File: config.mk
export PLATFORM = sky130hd
export DESIGN_NAME = adder_rr_arbiter
export DESIGN_NICKNAME = d
export VERILOG_FILES = /design/src/rtl/adder_rr_arbiter.sv
export SDC_FILE = /design/constraint.sdc
export NUM_CORES = 1
export LEC_CHECK = 0
export CORE_MARGIN = 5
export CORE_UTILIZATION = 60
export CTS_BUF_LIST = sky130_fd_sc_hd__clkbuf_4 sky130_fd_sc_hd__clkbuf_8
export DETAILED_ROUTE_END_ITERATION = 10
export DONT_BUFFER_PORTS = 1
export PLACE_DENSITY = 0.76
export SLEW_MARGIN = 5
export SYNTH_ARGS = -nofsm -noshare
export SYNTH_HDL_FRONTEND = slang
export SYNTH_SLANG_ARGS = --single-unit
export TNS_END_PERCENT = 5
File: constraint.sdc
create_clock -name clk -period 6.6 [get_ports clk]
set_input_delay 1.32 -clock clk [delete_from_list [all_inputs] [get_ports clk]]
set_output_delay 1.32 -clock clk [all_outputs]
set_load 0.005 [all_outputs]
File: src/rtl/adder_rr_arbiter.sv
// ---------------------------------------------------------------------------
// adder_rr_arbiter
//   Shares one adder among NUM_REQ requesters with round-robin arbitration.
//   Operands of the winner are added in the accept cycle. The sum is
//   registered into a single-entry output stage that is tagged with the
//   winner's index. The output stage can pass one result per cycle.
//
// Parameters
//   WIDTH       operand / sum width
//   NUM_REQ     number of requesters (2..16)
//   ADDER_TYPE  implementation selector handed to the adder
//   ID_W        derived: max(1, $clog2(NUM_REQ))
//
// Ports
//   clk, rst                  rising-edge clock, synchronous active-high reset
//   req_valid / req_ready     per-requester handshake (req_ready at most one-hot)
//   req_a, req_b              packed operands, requester i at [i*WIDTH +: WIDTH]
//   req_lock                  (only with ADDER_ARB_LOCK_EN) hold grant on owner
//   res_valid / res_ready     result handshake
//   res_sum, res_cout, res_id registered result and originating requester
//
// Optional feature macro: ADDER_ARB_LOCK_EN
//   Adds the req_lock port and an ARB/LOCKED FSM that keeps granting the
//   owner until it is accepted with req_lock low.
// ---------------------------------------------------------------------------

module adder #(
    parameter int WIDTH      = 8,
    parameter     ADDER_TYPE = "RIPPLE_CARRY"
) (
    input  logic [WIDTH-1:0] a,
    input  logic [WIDTH-1:0] b,
    output logic [WIDTH-1:0] sum,
    output logic             cout
);
    generate
        if (ADDER_TYPE == "RIPPLE_CARRY") begin : g_ripple
            logic [WIDTH:0] c;
            assign c[0] = 1'b0;
            for (genvar g = 0; g < WIDTH; g++) begin : g_bit
                assign sum[g]  = a[g] ^ b[g] ^ c[g];
                assign c[g+1]  = (a[g] & b[g]) | (c[g] & (a[g] ^ b[g]));
            end
            assign cout = c[WIDTH];
        end else begin : g_behav
            assign {cout, sum} = {1'b0, a} + {1'b0, b};
        end
    endgenerate
endmodule

module adder_rr_arbiter #(
    parameter  int WIDTH      = 8,
    parameter  int NUM_REQ    = 4,
    parameter      ADDER_TYPE = "RIPPLE_CARRY",
    localparam int ID_W       = (NUM_REQ > 1) ? $clog2(NUM_REQ) : 1
) (
    input  logic                     clk,
    input  logic                     rst,
    input  logic [NUM_REQ-1:0]       req_valid,
    output logic [NUM_REQ-1:0]       req_ready,
    input  logic [NUM_REQ*WIDTH-1:0] req_a,
    input  logic [NUM_REQ*WIDTH-1:0] req_b,
`ifdef ADDER_ARB_LOCK_EN
    input  logic [NUM_REQ-1:0]       req_lock,
`endif
    output logic                     res_valid,
    input  logic                     res_ready,
    output logic [WIDTH-1:0]         res_sum,
    output logic                     res_cout,
    output logic [ID_W-1:0]          res_id
);

    logic [ID_W-1:0]  ptr;
    logic [ID_W-1:0]  win;
    logic [ID_W-1:0]  ptr_nxt;
    logic [ID_W-1:0]  owner;
    logic             lock_mode;
    logic             found;
    logic             free;
    logic             accept;
    logic [WIDTH-1:0] a_sel;
    logic [WIDTH-1:0] b_sel;
    logic [WIDTH-1:0] add_sum;
    logic             add_cout;

    logic             vld_p1;
    logic [WIDTH-1:0] sum_p1;
    logic             cout_p1;
    logic [ID_W-1:0]  id_p1;

`ifdef ADDER_ARB_LOCK_EN
    typedef enum logic {ARB = 1'b0, LOCKED = 1'b1} state_t;
    state_t          state;
    state_t          state_nxt;
    logic [ID_W-1:0] owner_q;

    always_ff @(posedge clk) begin
        if (rst) begin
            state   <= ARB;
            owner_q <= '0;
        end else begin
            state <= state_nxt;
            if (state == ARB && accept && req_lock[win])
                owner_q <= win;
        end
    end

    always_comb begin
        state_nxt = state;
        case (state)
            ARB:     if (accept &&  req_lock[win]) state_nxt = LOCKED;
            LOCKED:  if (accept && !req_lock[win]) state_nxt = ARB;
            default: state_nxt = ARB;
        endcase
    end

    always_comb begin
        lock_mode = (state == LOCKED);
        owner     = owner_q;
    end
`else
    assign lock_mode = 1'b0;
    assign owner     = '0;
`endif

    // ---- stage 0: arbitration, operand mux and add (combinational) ----
    assign free = !vld_p1 || res_ready;

    // Scan offsets from high to low so the closest valid requester at or
    // above ptr is the last one written and therefore wins.
    always_comb begin
        int idx;
        idx   = 0;
        found = 1'b0;
        win   = '0;
        if (lock_mode) begin
            found = req_valid[owner];
            win   = owner;
        end else begin
            for (int k = NUM_REQ - 1; k >= 0; k--) begin
                idx = int'(ptr) + k;
                if (idx >= NUM_REQ)
                    idx = idx - NUM_REQ;
                if (req_valid[idx]) begin
                    found = 1'b1;
                    win   = idx[ID_W-1:0];
                end
            end
        end
    end

    assign accept  = found && free;
    assign ptr_nxt = (win == ID_W'(NUM_REQ - 1)) ? '0 : win + ID_W'(1);

    always_comb begin
        req_ready = '0;
        if (accept)
            req_ready[win] = 1'b1;
    end

    assign a_sel = req_a[int'(win)*WIDTH +: WIDTH];
    assign b_sel = req_b[int'(win)*WIDTH +: WIDTH];

    adder #(
        .WIDTH      (WIDTH),
        .ADDER_TYPE (ADDER_TYPE)
    ) u_adder (
        .a    (a_sel),
        .b    (b_sel),
        .sum  (add_sum),
        .cout (add_cout)
    );

    // ---- stage 1: output register ----
    always_ff @(posedge clk) begin
        if (rst) begin
            vld_p1  <= 1'b0;
            sum_p1  <= '0;
            cout_p1 <= 1'b0;
            id_p1   <= '0;
            ptr     <= '0;
        end else if (accept) begin
            vld_p1  <= 1'b1;
            sum_p1  <= add_sum;
            cout_p1 <= add_cout;
            id_p1   <= win;
            ptr     <= ptr_nxt;
        end else if (res_ready) begin
            vld_p1  <= 1'b0;
        end
    end

    assign res_valid = vld_p1;
    assign res_sum   = sum_p1;
    assign res_cout  = cout_p1;
    assign res_id    = id_p1;

endmodule

==> flow_summary.ini <==
[floorplan]
die_h_um = 57.5
die-area_um2 = 3300
die_w_um = 57.5
io_pins = 87
num_rows = 17
core_um2 = 2190
initial_core_util = 0.617

[sta]
fin_ws_ns = 1.70
fin_tns_setup_ns = 0
layout_min_cycle_time_ns = 4.90
hold_slack_ns = 0.501
setup_viol = 0
final_max_slew_viol_count = 0
min_period_over_period = 0.742
hold_viol = 0
slew_headroom = 0.301
worst_slew_pin_slew_ns = 1.05
grt_setup_unrepaired = no
fmaxAchievable_ghz = 0.204
finClkSkew_ns = 0.00130

[pwr]
powerDensity_nw_per_um2 = 271
max-vdd-ir-drop_v = 0.000170
p_leak_uw = 0.000625

[routing]
drt_first_pass_iters = 3
drc = 0
ant_nets = 0
vias_per_cell = 5.94
drtIter0Drc = 32
vias = 939
drt-total-wl_mm = 2.76
avgRoutedWirePerCell_um = 17.4

[clocking]
cts_inserted_buffers = 3
worstSkewPairLatency_ns = 0.28
cts.clk_slew.worst_paths_ns = 0.08
cts_resized = 0
tritoncts = done
post_cts_buffers = 0
cts_sinks = 14
holdBufCountCts = 0
cts_max_level = 1
clockBufferDepth = 2
clockRootBuffer = clkbuf_4

[synth]
synth_cell_types = 23
ys_seq_elements = 14
syn_nets = 217
ys_warn_count = 0
synth_top_area_cell = mux2i_1
synth_top_area_frac = 0.378
synth.cell_area_um2 = 1350
syn_avg_cell_area_um2 = 10.1
yosysSeqAreaShare = 0.207
synthTopCellsByArea = mux2i_1 38%, dfxtp_1 21%, fa_1 10%, mux2_2 5.0%, ha_1 4.6%
postSynthCellCount = 134

[placed_design]
place_ws_ns = 1.36
port_buffers = 0
gp_congestion = 0.691
dp.cells = 155
placed_area_um2 = 1350
post-dp-hpwl_mm = 2.32

[worst_setup_path]
crit_fanout = 17
crit_required_ns = 6.78
crit_type = primary input to flop
end_kind = flop
start_kind = primary input
crit_arrival_ns = 5.08

[final_layout]
postLayoutCellArea_um2 = 1370
nNetsFinal = 215
final_cell_mix = 51 x mux2i_1, 14 x nor2_1, 14 x dfxtp_1
area_delta_synth_final_pct = 1.20
drive_above_1_share = 0.115
stdcell_count = 158
diodes = 0
final_common_cell = mux2i_1

[flow_run]
drv_cap = 0

[grt]
grt_pass1_wl_mm = 4.23
grt_overflow = 0
grt_max_degree = 22
antenna_found_initial = 0
grt_pass1_vias = 921
grt_usage = 0.164

[status]
status = finished clean

[min_path]
hold_class = flop to flop
-- metal layers --
layer	global-route usage	up-vias	routed length [µm]
li1	-	466	-
met4	0.0563	0	13
met5	0	-	0
met3	0.0498	2	188
met2	0.281	42	1460
met1	0.193	429	1090
-- report_power, final --
| group | internal, µW | total, µW | switching, µW |
|---|---|---|---|
| registers | 110 | 131 | 21.8 |
| clock network | 21.1 | 48.6 | 27.5 |
| logic | 95.7 | 190 | 94.2 |
-- synth_stat cells --
master	count
buf_12	1
nor4_1	1
dfxtp_1	14
buf_4	1
and2_1	4
clkbuf_1	2
a21oi_2	1
buf_6	2
mux2_2	6
fa_1	7
nor2b_1	1
mux2i_1	51
a21o_1	1
nand2b_1	2
o22ai_1	1
o22a_2	1
a21oi_1	3
buf_2	3
nor2_1	14
ha_1	5
nand2_1	1
a211oi_1	5
inv_1	7
-- metrics by stage --
stage	total power, µW	util
floorplan	300	-
global placement	320	0.614
detailed placement	328	0.614
CTS	377	0.624
global route	408	0.624
finish	370	0.624
-- registers in the layout, summed over array words and instances (netlist names) --
register and count:
res_cout 1, res_sum 8, res_id 2, ptr 2, res_valid 1
-- cell type report --
cell class | count | area (µm²)
tap | 28 | 35.0
clock buffer | 3 | 22.5
fill | 198 | 823
inverter | 7 | 26.3
sequential | 14 | 280
timing repair buffer | 2 | 15.0
multi-input combinational | 104 | 988
-- worst paths after layout --
path / startpoint / slack, ns / to / cells past startpoint
worst min-delay path: res_valid$_SDFFE_PP0P_ / 0.50 / res_valid$_SDFFE_PP0P_ / 2
worst max register to register: ptr[1]$_SDFFE_PP0P_ / 2.36 / res_sum[7]$_SDFFE_PP0P_ / 17
worst min register to register: res_valid$_SDFFE_PP0P_ / 0.50 / res_valid$_SDFFE_PP0P_ / 2
worst max-delay path: req_valid[0] / 1.70 / res_sum[7]$_SDFFE_PP0P_ / 17
-- worst max-delay path, stage by stage --
cell and delay [ns]:
a21o_1 0.17, a21oi_2 0.13, o22a_2 0.47, mux2i_1 0.24, mux2i_1 0.10, ha_1 0.24
fa_1 0.38, fa_1 0.39, fa_1 0.37, inv_1 0.07, fa_1 0.18, fa_1 0.20
fa_1 0.17, inv_1 0.05, fa_1 0.42, mux2i_1 0.14, nor2_1 0.05
-- kinds of logic after synthesis --
group	share of synthesized area
AOI/OAI and AO/OA	0.0630
DFF	0.207
buffers and inverters	0.0732
muxes	0.428
adders and majority gates	0.150
and+or+nand+nor	0.0787
No activity file was read; power rests on OpenSTA's default activity.
